## src/rtl/behav_and_gate.sv

```systemverilog
// Registered bitwise AND with a valid/ready handshake and a one-deep output stage.
// Define BEHAV_AND_GATE_STATS_EN to include the saturating accepted-transaction counter.
module behav_and_gate #(
  parameter int WIDTH = 1,
  parameter int CNT_W = 16
) (
  input  logic             clk,
  input  logic             rst,
  input  logic [WIDTH-1:0] a,
  input  logic [WIDTH-1:0] b,
  input  logic             in_valid,
  output logic             in_ready,
  output logic [WIDTH-1:0] s,
  output logic             s_all,
  output logic             s_any,
  output logic             out_valid,
  input  logic             out_ready,
  output logic [CNT_W-1:0] txn_count
);

  generate
    if (WIDTH < 1 || WIDTH > 64) begin : g_bad_width
      $error("behav_and_gate: WIDTH must be in 1..64");
    end
    if (CNT_W < 2 || CNT_W > 32) begin : g_bad_cnt_w
      $error("behav_and_gate: CNT_W must be in 2..32");
    end
  endgenerate

  logic accept;

  // The stage frees up in the same cycle its result is consumed, so a full
  // pipe sustains one result per clock without a bubble.
  assign in_ready = (!out_valid || out_ready) && !rst;
  assign accept   = in_valid && in_ready;

  // NOTE: state registers use non-blocking assignments so every flop samples
  // pre-edge values; blocking here would create order-dependent simulation.
  always_ff @(posedge clk) begin
    if (rst) begin
      // NOTE: s is cleared too, not just out_valid, so the reduction outputs
      // read 0 during reset and no stale pending result survives it.
      s         <= '0;
      out_valid <= 1'b0;
    end else if (accept) begin
      s         <= a & b;
      out_valid <= 1'b1;
    end else if (out_ready) begin
      out_valid <= 1'b0;
    end
  end

  assign s_all = &s;
  assign s_any = |s;

`ifdef BEHAV_AND_GATE_STATS_EN
  logic [CNT_W-1:0] cnt_q;

  always_ff @(posedge clk) begin
    if (rst) begin
      cnt_q <= '0;
    end else if (accept && (cnt_q != {CNT_W{1'b1}})) begin
      cnt_q <= cnt_q + CNT_W'(1);
    end
  end

  assign txn_count = cnt_q;
`else
  assign txn_count = '0;
`endif

endmodule

```

## config.mk

```make
export PLATFORM = sky130hd
export DESIGN_NAME = behav_and_gate
export DESIGN_NICKNAME = d
export VERILOG_FILES = /design/src/rtl/behav_and_gate.sv
export SDC_FILE = /design/constraint.sdc
export NUM_CORES = 1
export LEC_CHECK = 0
export CAP_MARGIN = 40
export CORE_AREA = 2 2 39 41
export CTS_CLUSTER_DIAMETER = 150
export DETAILED_ROUTE_END_ITERATION = 10
export DIE_AREA = 0 0 41 43
export PLACE_DENSITY = 0.68
export SETUP_SLACK_MARGIN = 0.1
export SYNTH_ARGS = -nofsm -noshare
export SYNTH_HDL_FRONTEND = slang
export SYNTH_SLANG_ARGS = --single-unit
export TNS_END_PERCENT = 5
```

## constraint.sdc

```tcl
create_clock -name clk -period 1.3 [get_ports clk]
set_clock_uncertainty 0.2 [all_clocks]
set_input_delay 0.195 -clock clk [delete_from_list [all_inputs] [get_ports clk]]
set_output_delay 0.195 -clock clk [all_outputs]
set_load 0.01 [all_outputs]
```

==> run_results.csv, run 1 <==
group,metric,value,unit
run_status,run_status,"finished, final reports clean",
routing,via_count,165,
clock_network,cts_tree,"done",
worst_setup_path,timing.critical_path.required,0.90,ns
floorplan,fp.dieArea,1763,µm²
timing,timing.final.setup_violations,0,
routing,route.final.wire_length,361,µm
floorplan,initial_utilization,16.37,%
timing,post-route-min-period,1.235,ns
power_and_ir_drop,p_leak,0.1567,nW
clock_network,clkTransAtPathRegs,0.03,ns
global_routing,grt_antenna_before_repair,0,
worst_hold_path,min_delay_path_depth,2,
cells_and_area,final_net_count,49,
clock_network,clock_latency,0.22,ns
power_and_ir_drop,power_frac_comb,24.0,%
cells_and_area,diodes,0,
clock_network,cts_htree_levels,1,
cells_and_area,post_route_cells_drive_above_1_share,19.51,%
timing,finalSetupTns,0,ns
yosys,dominantRegCellSynth,"dfxtp_1",
floorplan,fp.coreArea,1384,µm²
timing,max_clock_freq,809.5,MHz
clock_network,tritoncts.num_buffers,3,
yosys,synth_top_cells_by_area,"buf_4 60%, dfxtp_1 18%, nor2b_4 6.1%",
worst_setup_path,cp_data_arrival_time,0.84,ns
worst_setup_path,crit_path_top_delay_cell,"clkdlybuf4s50_1",
timing,final_report_hold_violation_count,0,
cells_and_area,layout-area-overhead-vs-synth,32.04,%
timing,maxSlewViolCount,0,
floorplan,die_x,41,µm
global_routing,grt_start_max_net_pins,5,
floorplan,floorplan.rows,14,
power_and_ir_drop,powerDensity,892.4,nW/µm²
yosys,yosys_warnings,0,
yosys,area_of_the_mapped_netlist,226.5,µm²
yosys,yosysMostFrequentCell,"buf_4",
timing,grt_setup_unrepaired,"true",
power_and_ir_drop,worst_vdd_drop,127.0,µV
placement,placement.io_buffers,10,
floorplan,ioPinCount,27,
global_routing,grtUsageTotal,4.304,%
clock_network,cts-root-buf,"clkbuf_4",
routing,vias_per_cell,2.895,
power_and_ir_drop,post-layout-total-power,0.2669,mW
run,maxCapViolations,0,
yosys,postSynthRegisterBits,2,
worst_hold_path,worst_hold_endpoint,"s$_SDFFE_PP0P_",
cells_and_area,postLayoutCoreUtil,21.61,%
global_routing,global_route.overflow_total,0,
yosys,synth.cells.most_frequent,"18 x buf_4, 3 x nor2_1, 2 x dfxtp_1",
worst_setup_path,timing.rr.end,"s$_SDFFE_PP0P_",
floorplan,die_y,43,µm
yosys,synth_cell_types,9,
yosys,synth.largest_area_cell,"buf_4",
placement,routabilityCongestion,0.4479,
power_and_ir_drop,power.share.sequential,25.3,%
yosys,syn_area_per_cell,7.809,µm²
routing,drt_first_iter_violations,0,
global_routing,grt_pass1_wl,434,µm
clock_network,longest_clk_path_bufs,2,
worst_setup_path,reg2reg_depth,4,
yosys,ys_seq_area_share,17.68,%
power_and_ir_drop,netSwitchingFraction,26.78,%
clock_network,clkSinkCount,2,
worst_setup_path,worst-path-max-fanout,2,
worst_setup_path,critical_path.startpoint_type,"input pin",
worst_hold_path,hold_start,"s$_SDFFE_PP0P_",
routing,postRouteAntennaNets,0,
placement,place_hpwl,292.7,µm
worst_setup_path,slowest_delay,0.47,ns
yosys,synth_enable_flop_cells,0,
worst_setup_path,worstReg2RegStart,"out_valid$_SDFFE_PP0P_",
yosys,synthArstFlopShare,0,%
clock_network,cts.repair_timing.setup_buffer_count,0,
power_and_ir_drop,p_clk_share,50.7,%
routing,firstDrtPassIters,1,
power_and_ir_drop,power.switching,0.07147,mW
worst_setup_path,r2r_slack,0.17,ns
worst_setup_path,worst_setup_path_end_kind,"primary output",
worst_setup_path,cp_cell_sequence,"clkdlybuf4s50_1 > nor2_1 > buf_2",
yosys,synth.top_cell.area_share,59.67,%
routing,routed_wire_length_per_instance,6.333,µm
routing,detail_route.drc_violations,0,
global_routing,grt_pass1_vias,136,
timing,final.period_utilization,95.03,%
power_and_ir_drop,cellInternalPower,0.1954,mW
clock_network,cts_hold_buf,0,
worst_setup_path,worst-setup-path-type,"input pin to primary output",
worst_hold_path,timing.hold.worst.class,"flip-flop to flip-flop",
yosys,synthCells,29,
[layout by cell type (no fill, tap or decap)]
cell type / n
a21oi_1: 1
buf_2: 1
buf_4: 2
clkbuf_4: 3
clkdlybuf4s15_1: 3
clkdlybuf4s50_1: 4
conb_1: 16
dfxtp_1: 1
dfxtp_2: 1
dlygate4sd2_1: 2
inv_1: 1
nand4b_1: 1
nor2_1: 3
nor2b_4: 1
o21ai_0: 1
[repair_timing]
| item | 4_1_cts | 5_1_grt |
|---|---|---|
| setup endpoints to repair | 6 | 5 |
| gates cloned | 0 | 0 |
| hold endpoints to repair | 0 | 0 |
| resized for setup | 13 | 0 |
[cell type report]
| cell class | count | area [µm²] |
|---|---|---|
| clock buffers | 3 | 22.52 |
| fillers | 173 | 1085 |
| inverters | 1 | 3.754 |
| multi-input cells | 23 | 103.9 |
| flip-flops and latches | 2 | 41.29 |
| well taps | 16 | 20.02 |
| repair buffers | 12 | 107.6 |
[power by group through the flow]
stage	Sequential [mW]	Clock, mW	Combinational, mW
floorplan	0.0694	0	0.0699
finish	0.0675	0.135	0.0641
CTS	0.0675	0.144	0.0637
global route	0.0678	0.145	0.0720
global placement	0.0679	0	0.0694
detailed placement	0.0679	0	0.0697
[sequential cells by signal (all words and copies together), names as in the netlist]
| name | cells |
|---|---|
| out_valid | 1 |
| s | 1 |
[through the flow]
stage	setup slack [ns]	cell area, µm²	std cells	hold slack [ns]
floorplan	0.2920	282.8	44	0.06407
detailed placement	-0.4521	282.8	54	0.3073
CTS	0.05158	299.0	57	0.3119
global route	0.01202	299.0	57	0.3409
finish	0.06466	299.0	57	0.3034
global placement	-0.4573	282.8	54	0.3008
[cell families after synthesis]
family | share of synthesized area, %
AOI/OAI and AO/OA | 4.416
and+or+nand+nor | 14.92
buffers and inverters | 61.32
other | 1.656
DFF | 17.68
[routing by layer]
layer	wire length (µm)	global-route usage, %
met2	165	6.875
met1	85	1.274
met4	0	8.000
met3	111	2.618
met5	0	0
[how the worst max path moves through the flow]
stage | slack, ns | cells past startpoint | endpoint | start
2_1_floorplan | 0.29 | 2 | in_ready | out_valid$_SDFFE_PP0P_
3_3_place_gp | -0.46 | 4 | in_ready | out_ready
3_5_place_dp | -0.45 | 4 | in_ready | out_ready
4_1_cts | 0.05 | 3 | in_ready | out_valid$_SDFFE_PP0P_
5_1_grt | 0.01 | 3 | in_ready | out_valid$_SDFFE_PP0P_
6_report | 0.06 | 3 | in_ready | rst
[worst max-delay path, delay by kind of cell]
family        cells  cell delay (ns)
simple gates      1             0.04
buf+inv           2             0.60
Power figures use the tool's default switching activity.
==> run 2: changes to the inputs <==
--- a/config.mk
+++ b/config.mk
@@ -10,6 +10,7 @@
 export CTS_CLUSTER_DIAMETER = 150
 export DETAILED_ROUTE_END_ITERATION = 10
 export DIE_AREA = 0 0 41 43
+export GPL_TIMING_DRIVEN = 0
 export PLACE_DENSITY = 0.68
 export SETUP_SLACK_MARGIN = 0.1
 export SYNTH_ARGS = -nofsm -noshare
==> run 2 against run 1 <==
Compared with the run above:
- via count rose by 34%
- sequential cell count did not move
- non-clock buffer count rose by 17
- global-route usage rose by 0.80 points
- cell count rose by 30%
- core utilization rose by 9.2 points
- die area did not move
- clock-buffer cell count did not move
- worst hold slack got worse by 0.18 ns
- critical path depth did not move
- worst setup slack got worse by 0.0046 ns
==> run_results.csv, run 2 (synthesis gave the netlist of run 1 again) <==
group,metric,value,unit
run_status,run_status,"finished, final reports clean",
routing,detail_route.drc_violations,0,
timing,max_clock_freq,806.5,MHz
routing,via_count,221,
timing,timing.final.setup_violations,0,
clock_network,tritoncts.num_buffers,3,
routing,drt_first_iter_violations,16,
worst_setup_path,timing.critical_path.required,0.90,ns
run,maxCapViolations,0,
placement,placement.io_buffers,10,
cells_and_area,num-fill-cells,151,
power_and_ir_drop,p_leak,0.2555,nW
global_routing,grt_antenna_before_repair,0,
floorplan,initial_utilization,16.37,%
global_routing,grt_pass1_vias,150,
clock_network,longest_clk_path_bufs,2,
placement,routabilityCongestion,0.5365,
worst_setup_path,worst-setup-path-type,"flip-flop to primary output",
cells_and_area,diodes,0,
worst_hold_path,timing.hold.worst.class,"input pin to flip-flop",
cells_and_area,layout-area-overhead-vs-synth,88.40,%
timing,final_report_hold_violation_count,0,
clock_network,clock_latency,0.22,ns
clock_network,clkTransAtPathRegs,0.03,ns
routing,route.final.wire_length,445,µm
global_routing,grtUsageTotal,5.105,%
worst_setup_path,worst_setup_path_end_kind,"primary output",
floorplan,floorplan.rows,14,
routing,firstDrtPassIters,4,
cells_and_area,sequential_cell_area,41.29,µm²
cells_and_area,mostFrequentLayoutCells,"18 x buf_4, 16 x conb_1",
clock_network,cts-root-buf,"clkbuf_4",
cells_and_area,final_net_count,66,
global_routing,global_route.overflow_total,0,
floorplan,die_x,41,µm
cells_and_area,design_area,426.7,µm²
worst_setup_path,slowest_delay,0.31,ns
placement,post_dp_cell_area,402.9,µm²
worst_setup_path,worst-path-max-fanout,2,
timing,maxSlewViolCount,0,
power_and_ir_drop,post-layout-total-power,0.3073,mW
floorplan,ioPinCount,27,
routing,vias_per_cell,2.986,
global_routing,grt_pass1_wl,517,µm
worst_setup_path,critical_path.startpoint_type,"flip-flop",
power_and_ir_drop,worst_vdd_drop,227.2,µV
routing,routed_wire_length_per_instance,6.014,µm
timing,final.period_utilization,95.38,%
cells_and_area,layout_commonest_cell,"buf_4",
global_routing,grt_start_max_net_pins,5,
timing,finalHoldWorstSlack,0.1215,ns
clock_network,cts_hold_buf,0,
timing,post-route-min-period,1.240,ns
floorplan,fp.dieArea,1763,µm²
routing,postRouteAntennaNets,0,
worst_setup_path,cp_cell_sequence,"nor2b_4 > nor2_1 > buf_2",
placement,place_hpwl,343.5,µm
cells_and_area,reg_top3,"out_valid (1), s (1)",
clock_network,cts_tree,"done",
clock_network,cts_htree_levels,1,
worst_setup_path,crit_path_top_delay_cell,"dfxtp_1",
cells_and_area,post_route_cells_drive_above_1_share,48.28,%
power_and_ir_drop,powerDensity,720.3,nW/µm²
floorplan,fp.coreArea,1384,µm²
cells_and_area,multi_input_area,103.9,µm²
timing,grt_setup_unrepaired,"true",
floorplan,die_y,43,µm
clock_network,clkSinkCount,2,
worst_setup_path,cp_data_arrival_time,0.84,ns
[run 2: cell type report]
type                            count  share of cell area [%]
Tap cell                           16                   4.692
Buffer                             18                   32.55
Inverter                            1                  0.8798
Multi-Input combinational cell     23                   24.34
Timing Repair Buffer               11                   22.58
Clock buffer                        3                   5.279
Sequential cell                     2                   9.677
[run 2: repair_timing]
action / 4_1_cts / 5_1_grt
gates resized for setup: 16 / 7
hold endpoints to repair: 0 / 0
setup endpoints to repair: 5 / 5
setup buffers: 1 / 0
[run 2: layer usage]
| metal | routed length (µm) | vias to the layer above | global-route usage (%) |
|---|---|---|---|
| li1 | - | 114 | - |
| met1 | 115 | 86 | 2.229 |
| met2 | 210 | 21 | 7.813 |
| met3 | 120 | 0 | 5.236 |
| met4 | 0 | 0 | 6.000 |
| met5 | 0 | - | 0 |
[run 2: stage by stage]
stage                     setup slack, ns  utilization (%)  std cells  setup TNS [ns]
after floorplan                    0.2920                -         44               0
after global placement            -0.4670            29.11         70         -0.6590
after detailed placement          -0.4570            29.11         70         -0.6540
after CTS                         0.01763            30.38         74               0
after global routing            -0.008475            30.83         74       -0.008475
final                             0.06007            30.83         74               0
[run 2: path summary, 6_finish.rpt]
| check | start | end | slack, ns | cells after the start |
|---|---|---|---|---|
| hold / removal | rst | s$_SDFFE_PP0P_ | 0.12 | 2 |
| setup reg to reg | out_valid$_SDFFE_PP0P_ | s$_SDFFE_PP0P_ | 0.17 | 4 |
| hold reg to reg | s$_SDFFE_PP0P_ | s$_SDFFE_PP0P_ | 0.31 | 2 |
| setup / recovery | out_valid$_SDFFE_PP0P_ | in_ready | 0.06 | 3 |
[run 2: power by group]
part | internal (mW) | switching [mW] | total [mW]
Combinational | 0.0604 | 0.0429 | 0.103
Clock | 0.102 | 0.0345 | 0.136
Sequential | 0.0654 | 0.00225 | 0.0677
Total | 0.228 | 0.0797 | 0.307
[run 2: critical path, delay by kind of cell, from the launching register on]
kind	cells	cell delay [ns]
flops	1	0.31
simple gates	2	0.18
buf+inv	1	0.13
